===== src/rtl/alu_pkg.sv =====
// Shared types, constants and CRC helper for the ALU serial command protocol.
package alu_pkg;

    typedef enum logic [2:0] {
        AND     = 3'b000,
        OR      = 3'b001,
        INV_010 = 3'b010,
        INV_011 = 3'b011,
        ADD     = 3'b100,
        SUB     = 3'b101,
        INV_110 = 3'b110,
        INV_111 = 3'b111
    } operation_t;

    typedef enum logic {
        DATA = 1'b0,
        CMD  = 1'b1
    } packet_type_t;

    // Encoded directly as the {err_data, err_crc, err_op} flag vector.
    typedef enum logic [2:0] {
        ERR_NONE = 3'b000,
        ERR_OP   = 3'b001,
        ERR_CRC  = 3'b010,
        ERR_DATA = 3'b100
    } processing_error_t;

    localparam logic START_BIT = 1'b0;
    localparam logic STOP_BIT  = 1'b1;

    // Serial CRC4, polynomial x^4+x+1, data consumed MSB first.
    function automatic logic [3:0] CRC4_D68(input logic [67:0] data, input logic [3:0] crc_in);
        logic [3:0] c;
        logic       fb;
        c = crc_in;
        for (int unsigned i = 0; i < 68; i++) begin
            fb = c[3] ^ data[67 - i];
            c  = {c[2:0], 1'b0} ^ {2'b00, fb, fb};
        end
        return c;
    endfunction

    function automatic logic op_supported(input operation_t op);
        return (op == AND) || (op == OR) || (op == ADD) || (op == SUB);
    endfunction

endpackage


===== src/rtl/alu_serial_frame_rx.sv =====
// Bit-level receiver for 11-bit frames: start, type, d7..d0, stop.
// With ALU_RX_TIMEOUT_EN defined an extra `idle` status output is present.
module alu_serial_frame_rx
    import alu_pkg::*;
(
    input  logic         clk,
    input  logic         rst_n,
    input  logic         sin,
    output logic         frame_valid,
    output packet_type_t frame_type,
    output logic [7:0]   frame_byte,
`ifdef ALU_RX_TIMEOUT_EN
    output logic         idle,
`endif
    output logic         frame_err
);

    typedef enum logic [1:0] {S_IDLE, S_TYPE, S_DATA, S_STOP} state_t;

    state_t       state;
    logic [2:0]   bit_cnt;
    logic [7:0]   shreg;
    packet_type_t type_q;

`ifdef ALU_RX_TIMEOUT_EN
    assign idle = (state == S_IDLE);
`endif

    // Frame FSM with registered one-cycle result pulses.
    always_ff @(posedge clk or negedge rst_n) begin
        if (!rst_n) begin
            state       <= S_IDLE;
            bit_cnt     <= '0;
            shreg       <= '0;
            type_q      <= DATA;
            frame_valid <= 1'b0;
            frame_err   <= 1'b0;
            frame_type  <= DATA;
            frame_byte  <= '0;
        end else begin
            frame_valid <= 1'b0;
            frame_err   <= 1'b0;
            case (state)
                S_IDLE: begin
                    if (sin == START_BIT) state <= S_TYPE;
                end
                S_TYPE: begin
                    type_q  <= packet_type_t'(sin);
                    bit_cnt <= 3'd7;
                    state   <= S_DATA;
                end
                S_DATA: begin
                    shreg <= {shreg[6:0], sin};
                    if (bit_cnt == '0) state <= S_STOP;
                    else               bit_cnt <= bit_cnt - 3'd1;
                end
                S_STOP: begin
                    if (sin == STOP_BIT) begin
                        frame_valid <= 1'b1;
                        frame_type  <= type_q;
                        frame_byte  <= shreg;
                    end else begin
                        frame_err <= 1'b1;
                    end
                    state <= S_IDLE;
                end
                default: state <= S_IDLE;
            endcase
        end
    end

endmodule


===== src/rtl/alu_serial_cmd_rx.sv =====
// ALU serial command receiver: assembles 8 DATA bytes + 1 CMD byte, checks
// count/CRC/opcode and emits a decoded command or an error pulse.
// Optional idle timeout on partial commands: define ALU_RX_TIMEOUT_EN.
module alu_serial_cmd_rx
    import alu_pkg::*;
#(
    parameter int unsigned TIMEOUT_CYC = 1024
) (
    input  logic        clk,
    input  logic        rst_n,
    input  logic        sin,
    output logic        cmd_valid,
    output logic [31:0] A,
    output logic [31:0] B,
    output operation_t  op_set,
    output logic        err_valid,
    output logic [2:0]  err_flags
);

    logic         frame_valid;
    logic         frame_err;
    packet_type_t frame_type;
    logic [7:0]   frame_byte;

    logic [63:0]  data_sr;
    logic [3:0]   data_cnt;
    logic         frame_bad;

    operation_t   rx_op;
    logic [3:0]   crc_exp;
    logic         op_ok;
    logic         timeout_hit;

`ifdef ALU_RX_TIMEOUT_EN
    localparam int unsigned CNT_W = $clog2(TIMEOUT_CYC + 1);
    logic             fsm_idle;
    logic [CNT_W-1:0] idle_cnt;
`endif

    alu_serial_frame_rx u_frame_rx (
        .clk         (clk),
        .rst_n       (rst_n),
        .sin         (sin),
        .frame_valid (frame_valid),
        .frame_type  (frame_type),
        .frame_byte  (frame_byte),
`ifdef ALU_RX_TIMEOUT_EN
        .idle        (fsm_idle),
`endif
        .frame_err   (frame_err)
    );

    // Checks on the CMD byte against the assembled operands.
    always_comb begin
        rx_op   = operation_t'(frame_byte[6:4]);
        crc_exp = CRC4_D68({data_sr, 1'b1, frame_byte[6:4]}, 4'b0000);
        op_ok   = !frame_byte[7] && op_supported(rx_op);
    end

`ifdef ALU_RX_TIMEOUT_EN
    // Timeout fires while idle mid-command; a start bit aborts the count.
    assign timeout_hit = fsm_idle && (data_cnt != '0) && sin &&
                         (idle_cnt == CNT_W'(TIMEOUT_CYC - 1));

    // Idle cycle counter for partial-command expiry.
    always_ff @(posedge clk or negedge rst_n) begin
        if (!rst_n)                                              idle_cnt <= '0;
        else if (!fsm_idle || data_cnt == '0 || !sin || timeout_hit) idle_cnt <= '0;
        else                                                     idle_cnt <= idle_cnt + 1'b1;
    end
`else
    assign timeout_hit = 1'b0;
`endif

    // Command assembly, checking and registered result outputs.
    always_ff @(posedge clk or negedge rst_n) begin
        if (!rst_n) begin
            data_sr   <= '0;
            data_cnt  <= '0;
            frame_bad <= 1'b0;
            cmd_valid <= 1'b0;
            err_valid <= 1'b0;
            err_flags <= '0;
            A         <= '0;
            B         <= '0;
            op_set    <= AND;
        end else begin
            cmd_valid <= 1'b0;
            err_valid <= 1'b0;
            if (frame_err) begin
                frame_bad <= 1'b1;
            end else if (frame_valid && frame_type == DATA) begin
                data_sr <= {data_sr[55:0], frame_byte};
                if (data_cnt != 4'd9) data_cnt <= data_cnt + 4'd1;
            end else if (frame_valid) begin
                if (data_cnt != 4'd8 || frame_bad) begin
                    err_valid <= 1'b1;
                    err_flags <= ERR_DATA;
                end else if (frame_byte[3:0] != crc_exp) begin
                    err_valid <= 1'b1;
                    err_flags <= ERR_CRC;
                end else if (!op_ok) begin
                    err_valid <= 1'b1;
                    err_flags <= ERR_OP;
                end else begin
                    cmd_valid <= 1'b1;
                    B         <= data_sr[63:32];
                    A         <= data_sr[31:0];
                    op_set    <= rx_op;
                end
                data_cnt  <= '0;
                frame_bad <= 1'b0;
            end else if (timeout_hit) begin
                data_cnt  <= '0;
                frame_bad <= 1'b0;
            end
        end
    end

endmodule

===== config.mk =====
export PLATFORM = sky130hd
export DESIGN_NAME = alu_serial_cmd_rx
export DESIGN_NICKNAME = d
export VERILOG_FILES = /design/src/rtl/alu_pkg.sv /design/src/rtl/alu_serial_frame_rx.sv /design/src/rtl/alu_serial_cmd_rx.sv
export SDC_FILE = /design/constraint.sdc
export NUM_CORES = 1
export LEC_CHECK = 0
export ABC_AREA = 1
export BUFFER_PORTS_ARGS = -buffer_cell sky130_fd_sc_hd__buf_2
export CORE_MARGIN = 2
export CORE_UTILIZATION = 45
export DETAILED_ROUTE_END_ITERATION = 6
export PLACE_DENSITY = 0.59
export SLEW_MARGIN = 40
export SYNTH_ARGS = -nofsm -noshare
export SYNTH_HDL_FRONTEND = slang
export SYNTH_HIERARCHICAL = 1
export SYNTH_SLANG_ARGS = --single-unit

===== constraint.sdc =====
create_clock -name clk -period 7.1 [get_ports clk]
set_input_delay 0.71 -clock clk [delete_from_list [all_inputs] [get_ports clk]]
set_output_delay 0.71 -clock clk [all_outputs]
set_load 0.01 [all_outputs]

======== After elaboration in Yosys (flattened, before gate mapping) ========
Index checks and enable logic that the tools add are counted.
storage, ports and cells
  register bits ........................... 166
  bits in latches ......................... 0
  RAM bits ................................ 0
  memory bits (read-only) ................. 0
  input bits .............................. 3
  output and inout port bits .............. 72
  word-level logic and storage cells ...... 223
  memories kept ........................... 0
cells by class
  add/subtract/negate cells ............... 2
  multipliers ............................. 0
  divide/modulo/power cells ............... 0
  order comparisons ....................... 0
  equal/unequal tests ..................... 15
  shift operators ......................... 0
  muxes and demuxes ....................... 30
  bitwise logic cells ..................... 138
  reductions and logical operators ........ 21
operators with widths
  operator             count
  $xor 4x2->4          66
  $xor 1x1->1          64
  $mux 1               19
  $mux 3               4
  $mux 4               3
  $reduce_and 2->1     5
  $ne 4x4->1 const B   2
  $pmux 2 s4           1
  $eq 3x3->1 const B   2
  $logic_not 3->1      2
  $ne 2x1->1 const B   3
  $not 1->1            6
  $pmux 3 s2           1
  $reduce_and 6->1     1
  $reduce_bool 2->1    3
  $add 4x1->4 const B  1
  $eq 2x2->1 const B   2
  $logic_or 1x1->1     4
  $mux 2               2
  $ne 2x2->1 const B   2
  $ne 4x4->1           1
  $reduce_and 4->1     1
  $eq 3x1->1 const B   1
  $ne 3x1->1 const B   1
  other kinds (8)      9

======== Depth between registers and ports, before layout ========
  depth in word-level cells ............... 138
  gate-level depth with buffers ........... 76
  depth with buffers taken out ............ 75

======== Hierarchy ========
Netlist, hierarchy kept.
by module, submodules not included
  module               times used  cells each  area each (um2)  sequential area each (um2)
  alu_serial_cmd_rx    1           1176        8170.3           3528.4
  alu_serial_frame_rx  1           116         1109.8           625.6

======== Least setup slack after synthesis ========
Ideal clock, no wire load.
  path type ............................... reg-to-reg
  start ................................... register data_sr[61]
  end ..................................... register A[22]
  setup time .............................. 0.119 ns
  arrival time ............................ 5.594 ns
  data required time ...................... 6.981 ns
  setup slack ............................. 1.388 ns
  stages on the path, launching flop included .. 71
  buffers on the path ..................... 2
  clock period less this slack ............ 5.712 ns
  path through ............................ dfrtp_1 inv_2 nand2_1 nand2_1 inv_1 nand2_1 nand2_1 nand2_1 nand3_1 nand2_2 nand2_1 nand2_1 nand3_1 nand2_2 nand3_2 nand2_2 inv_2 nand2_1 [... 35 more ...] nand2_2 nand2_1 nand2_1 nand2_2 nand2_2 nand2_1 nand2_1 nand2_1 nand2_1 nand2_1 nand2_1 nand3_2 nor2_4 nand4_2 buf_6 buf_6 nand2_1 nand2_1
on the way
  longest elaborated chain between the ends .. 91
  elaborated cells on any way between the ends .. 132
  classes of those cells .................. eq/ne: 1; bitwise: 130; reduce/logical: 1
ends and longest elaborated chain
  item                                               RTL line                      source
  start, declared                                    alu_serial_cmd_rx.sv:25       logic [63:0] data_sr;
  start signal, assigned                             alu_serial_cmd_rx.sv:93       data_sr <= {data_sr[55:0], frame_byte};
  $xor 1x1->1 (*)                                    alu_pkg.sv:37                 fb = c[3] ^ data[67 - i];
  $xor 4x2->4 (*) (3 in series)                      alu_pkg.sv:38                 c = {c[2:0], 1'b0} ^ {2'b00, fb, fb};
  $xor 1x1->1 / $xor 4x2->4 (equally long branches)  alu_pkg.sv:37, alu_pkg.sv:38
  $xor 4x2->4 (*) (3 in series)                      alu_pkg.sv:38
  $xor 1x1->1 / $xor 4x2->4 (equally long branches)  alu_pkg.sv:37, alu_pkg.sv:38
  $xor 4x2->4 (*) (3 in series)                      alu_pkg.sv:38
  $xor 1x1->1 / $xor 4x2->4 (equally long branches)  alu_pkg.sv:37, alu_pkg.sv:38
  $xor 4x2->4 (*) (3 in series)                      alu_pkg.sv:38
  [... 61 more ...]                                  --
  $xor 4x2->4 (*) (4 in series)                      alu_pkg.sv:38
  $xor 1x1->1 / $xor 4x2->4 (equally long branches)  alu_pkg.sv:37, alu_pkg.sv:38
  $xor 4x2->4 (*) (4 in series)                      alu_pkg.sv:38
  $xor 1x1->1 / $xor 4x2->4 (equally long branches)  alu_pkg.sv:37, alu_pkg.sv:38
  $xor 4x2->4 (*)                                    alu_pkg.sv:38
  $ne 4x4->1 (*)                                     alu_serial_cmd_rx.sv:99       end else if (frame_byte[3:0] != crc_exp) begin
  $not 1->1 (no source line) (*)                     --
  $reduce_and 6->1 (no source line) (*)              --
  end signal, assigned                               alu_serial_cmd_rx.sv:108      A <= data_sr[31:0];
  end, declared                                      alu_serial_cmd_rx.sv:13       output logic [31:0] A,
Every way passes the cells marked *; elsewhere a longest branch is shown, timed or not.
A chain may end at the register's enable or synchronous reset.

======== Worst setup path in the final report ========
  start ................................... register data_sr[62]
  end ..................................... register B[12]
on the way
  longest elaborated chain between the ends .. 92
  elaborated cells on any way between the ends .. 133
  classes of those cells .................. eq/ne: 1; bitwise: 131; reduce/logical: 1
ends and longest elaborated chain
  item                                   RTL line                  source
  $xor 3x2->3 (*)                        alu_pkg.sv:38
  $xor 4x2->4 (*) (2 in series)          alu_pkg.sv:38
  $xor 1x1->1                            alu_pkg.sv:37
  $xor 4x2->4 (*) (3 in series)          alu_pkg.sv:38
  $xor 1x1->1                            alu_pkg.sv:37
  $xor 4x2->4 (*) (3 in series)          alu_pkg.sv:38
  $xor 1x1->1                            alu_pkg.sv:37
  $xor 4x2->4 (*) (3 in series)          alu_pkg.sv:38
  [... 65 more ...]                      --
  $xor 4x2->4 (*) (3 in series)          alu_pkg.sv:38
  $not 1->1 (no source line)             --
  $xor 4x2->4 (*) (3 in series)          alu_pkg.sv:38
  $xor 1x1->1                            alu_pkg.sv:37
  $xor 4x2->4 (*)                        alu_pkg.sv:38
  $ne 4x4->1 (*)                         alu_serial_cmd_rx.sv:99
  $not 1->1 (no source line) (*)         --
  $reduce_and 6->1 (no source line) (*)  --
  end signal, assigned                   alu_serial_cmd_rx.sv:107  B <= data_sr[63:32];
  end, declared                          alu_serial_cmd_rx.sv:14   output logic [31:0] B,
Marks and branches as above.

==> metrics.csv <==
metric;value;unit
antenna_found_initial;0;
clockBufferDepth;2;
instances_no_fill;1656;
clock-sinks;166;
fin_crit;6780;ps
die_w;148;um
layout_commonest_cell;nand2_1;
die_h;148;um
cts-htree-levels;4;
r2r_cells;71;
maxCapViolations;0;
initial_core_util;45.9;%
nets;1385;
fillers;1874;
drt-wirelength-per-cell;15.1;um
max_stage_delay;420;ps
use_met1;30.8;%
ys_seq_area_share;44.8;%
routed_wl;25000;um
numCtsBuffers;17;
drive_above_1_share;33.8;%
yosysUniqueCellTypes;29;
hpwlAfterDp;15200;um
first_global_vias;7641;
worstPathMaxFanout;10;
hold_viol;0;
vias_per_cell;5.17;
dp.cells;1599;
worst_ep_arrival_time;7110;ps
clkTransAtPathRegs;70;ps
critPathLaunchType;register;
clock_latency;440;ps
hold_buffers;0;
rsz0062_at_grt;true;
grt_max_degree;126;
cp-end-kind;register;
slew_viol_final;0;
r2r-end;B[12];
drt-pass1-iter-count;5;
r2r_start;data_sr[62];
vias;8568;
crit_buf_inv;10;
dpl_cell_area;9850;um^2
synth_area;9280;um^2
status;finished clean;
syn2layout_area_growth;28.1;%
final_area;11900;um^2
worstPathRequired;7420;ps
fin_util;58.8;%
drc;0;
ant_nets;0;
grt_pass1_wl;38100;um
post-place-ws;3.51;ps
io_buffers;74;
fp.coreArea;20200;um^2
cp_slowest_cell;dfrtp_2;
use_met2;35.0;%
fin_skew;13.2;ps
slew_headroom;43.7;%
grt_usage;21.6;%
setup_violations;0;
grt-ovfl-total;0;
finalCritPeriodShare;95.6;%
num_antenna_cells;0;
worst_slew_pin_slew;841;ps
fmax;147;MHz
cpMostUsedCell;nand2_2;
ff2ff_setup_slack;320;ps
ios;75;
postLayoutSetupSlackWorst;315;ps
avgSynthCellArea;7.18;um^2
cts_tree;done;
synthCells;1292;
drtIter0Drc;543;
yosysWarningCount;6;
core.rowCount;52;
syn_nets;1304;
gp_congestion;0.823;
ys_ff_latch;166;
use_met3;3.46;%
cts_root_buffer;clkbuf_16;
dieArea;21800;um^2
busiest_layer;met2;
final_cell_mix;nand2_1 (385), dfrtp_1 (163), nand2_2 (157);
crit_type;register to register;
crit_family;simple AND/OR/NAND/NOR gates;
holdCritPathClass;primary input to async pin;
synthesized netlist by cell type:
master / number / share of area [%]
xnor2_1: 4 / 0.38
nor2_4: 1 / 0.12
nand3b_1: 2 / 0.16
o31ai_1: 1 / 0.081
dfrtp_1: 166 / 45
a21oi_2: 1 / 0.094
or2_2: 1 / 0.067
nand2_1: 545 / 22
nand2_2: 48 / 3.2
buf_8: 1 / 0.16
nor3_4: 1 / 0.18
buf_4: 5 / 0.40
buf_6: 8 / 0.97
nor3b_1: 1 / 0.081
clkbuf_1: 26 / 1.1
ha_1: 9 / 1.2
nand3_2: 6 / 0.65
o21ai_2: 9 / 0.85
o21ai_0: 77 / 4.2
nand3_1: 136 / 7.3
inv_2: 12 / 0.49
nor3_1: 2 / 0.11
nor2_1: 21 / 0.85
nand4_1: 66 / 4.4
inv_1: 135 / 5.5
buf_2: 4 / 0.22
nand4_2: 1 / 0.13
nand2_4: 1 / 0.12
xor2_1: 2 / 0.19
per-stage QoR:
| stage | setup TNS (ps) | hold slack, ps |
|---|---|---|
| after floorplan | 0 | 414 |
| after global placement | 0 | 456 |
| after detailed placement | 0 | 460 |
| after CTS | 0 | 336 |
| after global routing | -13030 | 177 |
| final | 0 | 157 |
kinds of logic after synthesis:
family | Yosys count | synth area share (%)
compound gates | 88 | 5.18
flops | 166 | 44.8
xor+xnor | 6 | 0.566
buf+inv | 191 | 8.75
fa+ha+maj | 9 | 1.21
simple gates | 832 | 39.5
registers in the layout, indices dropped and copies added, names as in the netlist, 2 cells and up:
signal	flops
A	32
B	32
data_cnt	4
data_sr	64
err_flags	3
op_set	3
u_frame_rx/bit_cnt	3
u_frame_rx/frame_byte	8
u_frame_rx/shreg	8
u_frame_rx/state	2
what timing repair did:
| item | CTS | global route |
|---|---|---|
| endpoints found under the setup margin | 6 | 72 |
| setup buffers | 0 | 17 |
| gates resized for setup | 0 | 325 |
| pin swaps | 0 | 70 |
| cloned | 1 | 6 |
worst max-delay path by stage:
stage / startpoint / end / slack, ps / cells after the start
after global placement: data_sr[61] / op_set[2] / 120 / 66
after CTS: data_sr[63] / B[11] / 30 / 69
after floorplan: data_sr[61] / A[22] / 1390 / 70
final: data_sr[62] / B[12] / 320 / 71
after global routing: data_sr[56] / B[1] / -220 / 72
after detailed placement: data_sr[63] / B[26] / 4 / 67
layout make-up:
cell class	instances	area [um^2]	area share [%]
multi-input combinational	937	5520	46.4
sequential	166	4160	35.0
clock inverter	12	95.1	0.800
inverter	147	559	4.70
timing repair buffer	104	764	6.43
tap	270	338	2.84
clock buffer	20	457	3.84
routing by layer:
layer	vias up	wire length, um
met4	0	343
met2	155	12300
met3	36	851
met1	4099	11500
met5	-	0
li1	4278	-
Power is left out: the tool's default activity adds up to more than one toggle a clock period on the data nets, which glitch-free logic cannot reach.
